## src/rtl/inst_fetch_pkg.sv

```systemverilog
// Shared CPU definitions: fetch FSM states, the nop word and the ROM range helper.
// Latency: none (types, constants and functions only).
// Backpressure: none; nothing in this package holds state.
package inst_fetch_pkg;

  // Fetch FSM state encoding.
  typedef enum logic [1:0] {
    RUN   = 2'd0,
    STALL = 2'd1,
    HALT  = 2'd2
  } fetch_state_t;

  // Instruction word the ROM returns when deselected; it executes as a nop.
  localparam logic [31:0] NOP_INS = 32'h0000_0000;

  // Width of a byte address and of an instruction word.
  localparam int XLEN = 32;

  // A PC can be served by the ROM only if it is word aligned and its byte
  // address fits in the ROM; every other PC fetches a nop.
  function automatic logic pc_fetchable(input logic [31:0] pc, input int addr_w);
    logic in_range;
    logic aligned;
    in_range = ((pc >> (addr_w + 2)) == 32'd0);
    aligned  = (pc[1:0] == 2'b00);
    return in_range && aligned;
  endfunction

endpackage

```

## src/rtl/if_id_reg.sv

```systemverilog
// IF/ID pipeline register: holds the fetched PC, instruction and valid flag.
// Latency: one cycle from load to outputs; reset clears asynchronously.
// Backpressure: holds its contents whenever load, clear and kill are all low.
module if_id_reg
  import inst_fetch_pkg::*;
(
  input  logic        clk,
  input  logic        rst,
  input  logic        load,
  input  logic        clear,
  input  logic        kill,
  input  logic [31:0] fetch_pc,
  input  logic [31:0] fetch_ins,
  output logic [31:0] pc,
  output logic [31:0] ins,
  output logic        valid
);

  // clear squashes the slot to a nop bubble, kill only drops the valid flag
  // (pc and ins stay visible for debug), load captures a new instruction.
  always_ff @(posedge clk or posedge rst) begin
    if (rst) begin
      pc    <= 32'd0;
      ins   <= NOP_INS;
      valid <= 1'b0;
    end else if (clear) begin
      ins   <= NOP_INS;
      valid <= 1'b0;
    end else if (kill) begin
      valid <= 1'b0;
    end else if (load) begin
      pc    <= fetch_pc;
      ins   <= fetch_ins;
      valid <= 1'b1;
    end
  end

endmodule

```

## src/rtl/inst_fetch.sv

```systemverilog
// Instruction fetch stage: PC register, ROM addressing and the IF/ID register.
// Latency: one cycle from PC to if_ins; redirect lands in the PC one edge later.
// Backpressure: stall freezes PC and IF/ID; halt stops fetching until reset.
module inst_fetch
  import inst_fetch_pkg::*;
#(
  parameter logic [31:0] RESET_PC = 32'h0000_0000,
  parameter int          ADDR_W   = 10
) (
  input  logic              clk,
  input  logic              rst,
  input  logic              stall,
  input  logic              redirect_valid,
  input  logic [31:0]       redirect_pc,
  input  logic              halt,
  output logic [ADDR_W-1:0] rom_addr,
  output logic              rom_sel,
  input  logic [31:0]       rom_data,
  output logic [31:0]       if_pc,
  output logic [31:0]       if_ins,
  output logic              if_valid,
  output logic [31:0]       fetch_count,
  output logic              halted
);

  fetch_state_t state;
  logic [31:0]  pc;

  logic         running;
  logic         take_halt;
  logic         take_redirect;
  logic         take_stall;
  logic         advance;

  // ROM is addressed straight from the PC register; it is only selected while
  // actually fetching so that stalled or halted cycles read a nop.
  assign rom_addr = pc[ADDR_W+1:2];
  assign rom_sel  = (state == RUN) && pc_fetchable(pc, ADDR_W);

  // Per-cycle priority: halt, then redirect, then stall, then advance.
  // Once halted nothing but reset has any effect.
  assign running       = (state != HALT);
  assign take_halt     = running && halt;
  assign take_redirect = running && !halt && redirect_valid;
  assign take_stall    = running && !halt && !redirect_valid && stall;
  // The first RUN cycle after a stall only re-presents the held PC to the
  // ROM, so an instruction is fetched only when already in RUN.
  assign advance       = (state == RUN) && !halt && !redirect_valid && !stall;

  // Fetch FSM and PC register; halted is registered alongside the state.
  always_ff @(posedge clk or posedge rst) begin
    if (rst) begin
      state  <= RUN;
      pc     <= RESET_PC;
      halted <= 1'b0;
    end else if (take_halt) begin
      state  <= HALT;
      halted <= 1'b1;
    end else if (take_redirect) begin
      state  <= RUN;
      pc     <= redirect_pc;
    end else if (take_stall) begin
      state  <= STALL;
    end else if (state == STALL) begin
      state  <= RUN;
    end else if (advance) begin
      pc     <= pc + 32'd4;
    end
  end

  // Count every instruction latched as valid, wrapping naturally at 2^32.
  always_ff @(posedge clk or posedge rst) begin
    if (rst) begin
      fetch_count <= 32'd0;
    end else if (advance) begin
      fetch_count <= fetch_count + 32'd1;
    end
  end

  // Out-of-range or misaligned PCs see rom_data == 0 and so latch a valid nop.
  if_id_reg u_if_id_reg (
    .clk       (clk),
    .rst       (rst),
    .load      (advance),
    .clear     (take_redirect),
    .kill      (take_halt),
    .fetch_pc  (pc),
    .fetch_ins (rom_data),
    .pc        (if_pc),
    .ins       (if_ins),
    .valid     (if_valid)
  );

endmodule

```

## config.mk

```make
export PLATFORM = sky130hd
export DESIGN_NAME = inst_fetch
export DESIGN_NICKNAME = d
export VERILOG_FILES = /design/src/rtl/inst_fetch_pkg.sv /design/src/rtl/if_id_reg.sv /design/src/rtl/inst_fetch.sv
export SDC_FILE = /design/constraint.sdc
export NUM_CORES = 1
export LEC_CHECK = 0
export ABC_AREA = 1
export CAP_MARGIN = 20
export CORE_ASPECT_RATIO = 2
export CORE_UTILIZATION = 48
export DETAILED_ROUTE_END_ITERATION = 8
export DONT_BUFFER_PORTS = 1
export GPL_TIMING_DRIVEN = 0
export REMOVE_ABC_BUFFERS = 1
export SLEW_MARGIN = 20
export SYNTH_ARGS = -nofsm -noshare
export SYNTH_HDL_FRONTEND = slang
export SYNTH_SLANG_ARGS = --single-unit
```

## constraint.sdc

```tcl
create_clock -name clk -period 5.8 [get_ports clk]
set_input_delay 1.74 -clock clk [delete_from_list [all_inputs] [get_ports clk]]
set_output_delay 1.74 -clock clk [all_outputs]
set_load 0.02 [all_outputs]
```

### Yosys cells after proc, flatten, opt, wreduce, memory -nomap -nowiden

Index checks and enable logic that the tools add are counted.

* reductions and logical operators: 22
* order comparisons: 0
* equality and inequality tests: 5
* div/mod/pow operators: 0
* multipliers: 0
* shifts and indexed selects: 0
* multiplexer cells: 14
* bitwise logic cells: 2
* $add $sub $neg: 2

Operators by type and width (count)
* 2-to-1 mux 32 bit: 7
* adder 32 x 1 -> 32 bit, second input constant: 1
* adder 32 x 3 -> 32 bit, second input constant: 1
* logical NOT 32 bit: 1
* logical AND 1 bit: 10
* 2-to-1 mux 2 bit: 4
* != test 2 bit, second input constant: 3
* logical NOT 2 bit: 2
* AND reduction 4 bit: 1
* nonzero test 4 bit: 1
* logical NOT 1 bit: 3
* 2-to-1 mux 1 bit: 3
* AND reduction 3 bit: 1
* nonzero test 3 bit: 1
* == test 2 x 1 -> 1 bit, second input constant: 1
* != test 2 x 1 -> 1 bit, second input constant: 1
* NOT 1 bit: 2
* AND reduction 2 bit: 1
* nonzero test 2 bit: 1

* logic and storage cells: 52
* memories: 0
* latch bits: 0
* input bits: 69
* bits in read-only memories: 0
* bits in registers: 132
* output and inout bits: 109
* bits in writable memories: 0

### Depth between registers and ports, before layout

Gate-level depths: netlist of the first run.

* word-level depth: 8
* depth in mapped cells: 11
* mapped depth without buffers: 10

### Modules after synthesis

Synthesis of the first run repeated with hierarchy kept, for this count alone.

* cell total of the unflattened synthesis: 970
* area, all modules: 7098.1 µm²

By module, submodules not included
* inst_fetch: sequential area each 1676.6 µm², area each 4450.5 µm², cells an instance 683, times used 1
* if_id_reg: sequential area each 1626.6 µm², area each 2647.5 µm², cells an instance 287, times used 1

### Least setup slack after synthesis of the first run

Ideal clock, no wire load.

* kind: register to output
* start: reg pc[16]
* end: out rom_sel
* setup slack: 2847 ps
* cell stages (with the launch flop): 4
* required time: 4060 ps
* path buffers: 0
* data arrival time: 1213 ps
* path through: dfrtp_1 -> nor4_1 -> nand3_1 -> nor3_1

* word-level cells in the longest chain between the ends: 3

RTL lines
* from (decl): RTL line inst_fetch.sv:27 `logic [31:0] pc;`
* from (signal assigned): RTL line inst_fetch.sv:61 `pc <= redirect_pc;`
* from (signal assigned): RTL line inst_fetch.sv:67 `pc <= pc + 32'd4;`
* logical NOT 32 bit: RTL line inst_fetch_pkg.sv:24 `in_range = ((pc >> (addr_w + 2)) == 32'd0);`
* logical AND 1 bit: RTL line inst_fetch_pkg.sv:26 `return in_range && aligned;`
* logical AND 1 bit: RTL line inst_fetch.sv:38 `assign rom_sel = (state == RUN) && pc_fetchable(pc, ADDR_W);`
* to (decl): RTL line inst_fetch.sv:17 `output logic rom_sel,`

Every way passes these cells.

### Final worst setup path of the first run

* start: in halt
* end: reg u_if_id_reg.ins[6]

* word-level cells in the longest chain between the ends: 6
* elaborated cells between the ends (all ways): 11
* those cells by class: 1 x eq/ne; 1 x mux; 9 x reduce/logical

RTL lines
* from (decl): RTL line inst_fetch.sv:15 `input logic halt,`
* logical NOT 1 bit: RTL line inst_fetch.sv:44, inst_fetch.sv:48
* logical AND 1 bit (3 in a row): RTL line inst_fetch.sv:48 `assign advance = (state == RUN) && !halt && !redirect_valid && !stall;`
* nonzero test 2 bit (no source line)
* AND reduction 2 bit (no source line)
* to (signal assigned): RTL line if_id_reg.sv:33 `ins <= fetch_ins;`
* to (decl): RTL line if_id_reg.sv:15 `output logic [31:0] ins,`

Several ways; a longest one is shown, not always the timed one.
A chain may end at the register's enable or synchronous reset.

==> tab_implementation.tex, run 1 <==
\begin{tabular}{lr}
\hline
Metric & Value \\
\hline
\multicolumn{2}{l}{\textbf{Floorplan}} \\
Number of I/O pins & 178 \\
Core Rows & 60 \\
Std-Cell Core Area & $\sim$14000 um2 \\
Initial core utilization & 0.4957 \\
DIE WIDTH & around 86 um \\
Height of the die & roughly 170 um \\
Die footprint & around 15000 um2 \\
\multicolumn{2}{l}{\textbf{Routing}} \\
Detailed Routing Iterations Pass 1 & 7 \\
Residual antenna-violating net count after detailed routing & 0 \\
Number of design rule violations left after detail routing & 0 \\
Violation count after the first detailed-routing iteration & 308 \\
Drt total wl & around 18000 um \\
Via total after detailed routing & 5670 \\
Routed len/inst & approximately 17 um \\
Vias per std cell & 5.441 \\
\multicolumn{2}{l}{\textbf{Final layout}} \\
Layout area overhead & 9.883\% \\
Final non-filler cell area & around 7400 um2 \\
Final instance count without filler cells & 1042 \\
Share of cells above drive strength 1 & 0.06776 \\
Ant diodes & 0 \\
Number of nets in the layout & roughly 910 \\
\multicolumn{2}{l}{\textbf{Synth}} \\
Count of warnings emitted by yosys & 0 \\
Syn Inst Count & 861 \\
Synth Cell Area & 6735 um2 \\
Synthesized area per cell & 7.823 um2 \\
Largest family of logic cells by synthesized area & simple AND/OR/NAND/NOR gates \\
Portion of netlist area occupied by mux cells & 0 \\
Top cells by count, synth & sky130\_fd\_sc\_hd\_\_nand2\_1 (286), sky130\_fd\_sc\_hd\_\_dfrtp\_1 (132), sky130\_fd\_sc\_hd\_\_inv\_1 (83), sky130\_fd\_sc\_hd\_\_nor2\_1 (82), sky130\_fd\_sc\_hd\_\_nand3\_1 (49) \\
Cell taking the most area after synthesis & sky130\_fd\_sc\_hd\_\_dfrtp\_1 \\
Post-synthesis async set-or-reset flop share & 1.000 \\
Post-Synth XOR/XNOR Area & 0.02991 \\
Adder-cell share of the synthesized area & 0.003715 \\
Share of synthesized area occupied by flip-flops and latches & 0.4904 \\
Top cell type's share of synthesized area & 0.4904 \\
Fraction of the mapped netlist area in simple logic gates & 0.2814 \\
Most frequent cell after synthesis & sky130\_fd\_sc\_hd\_\_nand2\_1 \\
Number of synthesized flops with an enable pin & 0 \\
Fraction of the mapped netlist area in compound gates & 0.1102 \\
Number of distinct library cells after synthesis & 35 \\
Post-synth top flop & sky130\_fd\_sc\_hd\_\_dfrtp\_1 \\
Number of synthesized register bits & approximately 130 \\
Top cells by area, synth & sky130\_fd\_sc\_hd\_\_dfrtp\_1 (49\%), sky130\_fd\_sc\_hd\_\_nand2\_1 (16\%), sky130\_fd\_sc\_hd\_\_inv\_1 (4.6\%) \\
\multicolumn{2}{l}{\textbf{Timing}} \\
Number of max-slew violations in the final report & 0 \\
Crit path setup slack, layout & between 1500 and 2000 ps \\
Part of the cycle the worst path needs & 0.7244 \\
Worst slew pin tran & just over 900 ps \\
Unrepaired setup endpoints after global routing & false \\
Maximum clock rate & 0.2380 GHz \\
Min Clock Period, post-route & $\sim$4200 ps \\
Setup-failing EPs final & 0 \\
Setup tns final & 0 ps \\
Total count of hold-check failures in the final report & 0 \\
Clock tree skew after final layout & 12.38 ps \\
Max transition margin & 0.3929 \\
\multicolumn{2}{l}{\textbf{Global routing}} \\
Combined global-route utilization of all metal layers & 0.2589 \\
Via count of the first global-routing pass & 5686 \\
Aggregate global routing overflow & 0 \\
First-pass GRT wire length & roughly 29000 um \\
Largest net degree at the start of global routing & 94 \\
Initial antenna violation count & 0 \\
\multicolumn{2}{l}{\textbf{Min path}} \\
Min-Delay Path Depth & 2 \\
Classification of the worst-slack hold path & reg -> reg \\
Startpoint of the lowest-slack hold path & pc[1] \\
Worst-case hold path end point & u\_if\_id\_reg.pc[1] \\
\multicolumn{2}{l}{\textbf{Pwr}} \\
Final Total Pwr & around 0.0037 W \\
Sw Pwr & 0.001598 W \\
Internal cell power & 0.002125 W \\
Gate power share & 0.219 \\
Seq pwr share & 0.486 \\
Clock Power Share & 0.295 \\
Total power per unit cell area & between 500 and 600 nW/um2 \\
IR Drop Worst-Case VDD & about 0.25 mV \\
Leakage power & $\sim$3.7 nW \\
Switching power share of the total & 0.4293 \\
\multicolumn{2}{l}{\textbf{Clock tree}} \\
Total number of clock tree sinks & 132 \\
Hold Buf Count CTS & 0 \\
Maximum level of the CTS H-tree & 4 \\
Root buffer cell & sky130\_fd\_sc\_hd\_\_clkbuf\_16 \\
Clock buffer depth & 2 \\
Clock insertion delay at the later pin of the skew report & about 420 ps \\
Post-CTS Resized & 0 \\
Clk slew on worst S/H paths & roughly 60 ps \\
Clock tree from TritonCTS & yes \\
Num CTS Buffers & 17 \\
Setup fix buffers added after clock tree synthesis & 0 \\
\multicolumn{2}{l}{\textbf{Place}} \\
Total placed instance area & approximately 6800 um2 \\
Port-buffer cells & 0 \\
DP Worst Slack & 1151 ps \\
Last weighted congestion value of the routability-driven placer & $\sim$0.9 \\
Final HPWL DP & about 13000 um \\
Number of placed cells counting well taps & between 1000 and 1500 \\
\multicolumn{2}{l}{\textbf{Setup path}} \\
Critical path arrival & around 4500 ps \\
Critical path fanouts, max & 81 \\
Type of element launching the critical path & primary input \\
Crit Reg-Reg Startpoint & state[0] \\
Crit Path Category & in -> reg \\
Setup slack, reg-to-reg & between 2000 and 3000 ps \\
Worst R2R End & u\_if\_id\_reg.ins[6] \\
Crit. End Element & register \\
Required time of the worst setup path & just over 6000 ps \\
FF-to-FF path depth & 5 \\
\multicolumn{2}{l}{\textbf{Run status}} \\
Status & complete, no violations \\
\multicolumn{2}{l}{\textbf{Run}} \\
Max\_cap viols & 0 \\
\hline
\end{tabular}
## logic make-up (layout without fill, tap and decap cells)
family,Yosys count,after routing
DFF,132,132
AOI/OAI and AO/OA,119,119
xor gates and xnor gates,23,23
and+or+nand+nor,456,456
adders and majority gates,2,2
buffers and inverters,129,124
## stage by stage
| stage | utilization | hold slack [ps] |
|---|---|---|
| after floorplan | - | 465.1 |
| after CTS | 0.5447 | 516.8 |
| after detailed placement | 0.5000 | 499.3 |
| after global placement | 0.4963 | 489.2 |
| final | 0.5447 | 518.9 |
| after global routing | 0.5447 | 543.7 |
## power by group through the flow
stage	registers (W)	logic [W]	clock network, W
after floorplan	0.00171	0.000634	0
after global placement	0.00182	0.000788	0
final	0.00181	0.000815	0.00110
after CTS	0.00181	0.000817	0.00111
after global routing	0.00185	0.000944	0.00116
after detailed placement	0.00182	0.000813	0
## worst max path at each step
stage                               to  cells after the start  startpoint  slack (ps)
CTS                 u_if_id_reg.ins[6]                      5        halt        1590
floorplan               fetch_count[0]                      1         rst         530
global placement    u_if_id_reg.ins[9]                      1         rst        -930
detailed placement  u_if_id_reg.ins[2]                      5        halt        1150
finish              u_if_id_reg.ins[6]                      5        halt        1600
global route        u_if_id_reg.ins[6]                      5        halt        1300
## critical path: stages
cell and delay, ps:
sky130_fd_sc_hd__nor2_2 170, sky130_fd_sc_hd__nand3b_4 680, sky130_fd_sc_hd__nand2_2 930, sky130_fd_sc_hd__inv_2 560
sky130_fd_sc_hd__a22o_1 350
## layout make-up
type | count | area, um2
Tap cell | 186 | 232.7
Multi-Input combinational cell | 600 | 2879
Clock buffer | 17 | 425.4
Timing Repair Buffer | 1 | 27.53
Sequential cell | 132 | 3303
Inverter | 91 | 351.6
Fill cell | 1269 | 6187
Clock inverter | 15 | 181.4
## state kept, by name, summed over array words and instances, names as in the netlist
name,count
pc,32
u_if_id_reg.pc,32
state,2
u_if_id_reg.valid,1
fetch_count,32
halted,1
u_if_id_reg.ins,32
## routing by layer
layer	global-route usage	wire length [um]
met3	0.06323	886
met2	0.4901	10030
met4	0.1464	939
met5	0	0
met1	0.2476	6262
## cells in the final DEF (no fill, tap or decap), types with 2 or more instances in the layout
cell,instances
sky130_fd_sc_hd__clkinv_4,2
sky130_fd_sc_hd__o21ai_1,27
sky130_fd_sc_hd__o21ai_0,47
sky130_fd_sc_hd__nand3b_1,9
sky130_fd_sc_hd__o22ai_1,2
sky130_fd_sc_hd__nand4_1,6
sky130_fd_sc_hd__xor2_1,14
sky130_fd_sc_hd__ha_1,2
sky130_fd_sc_hd__a31oi_1,2
sky130_fd_sc_hd__dfrtp_1,132
sky130_fd_sc_hd__nor4_1,4
sky130_fd_sc_hd__inv_6,3
sky130_fd_sc_hd__o211ai_1,3
sky130_fd_sc_hd__xnor2_1,9
sky130_fd_sc_hd__inv_2,6
sky130_fd_sc_hd__nand2_1,285
sky130_fd_sc_hd__o21bai_1,3
sky130_fd_sc_hd__nor2_1,82
sky130_fd_sc_hd__or2_2,2
sky130_fd_sc_hd__a22o_1,32
sky130_fd_sc_hd__clkbuf_16,17
sky130_fd_sc_hd__clkinv_8,2
sky130_fd_sc_hd__inv_8,7
sky130_fd_sc_hd__nor2_2,11
sky130_fd_sc_hd__inv_1,82
sky130_fd_sc_hd__nand3_1,48
sky130_fd_sc_hd__nor3_1,4
(Power assumes the default switching activity.)
==> run 2: changes to the inputs <==
Clock period 5.8 ns to 4.2 ns, I/O delays scaled along.
==> results of run 2 <==
The final DEF is identical to that of run 1. Status: complete, no violations.
Among the figures that moved: setup slack after placement 1151 ps -> 30.70 ps; setup slack after layout 1598 ps -> 478.3 ps; register-to-register setup slack 2510 ps -> 910 ps; total power 0.003723 W -> 0.005142 W; worst IR drop on VDD 0.2493 mV -> 0.3443 mV
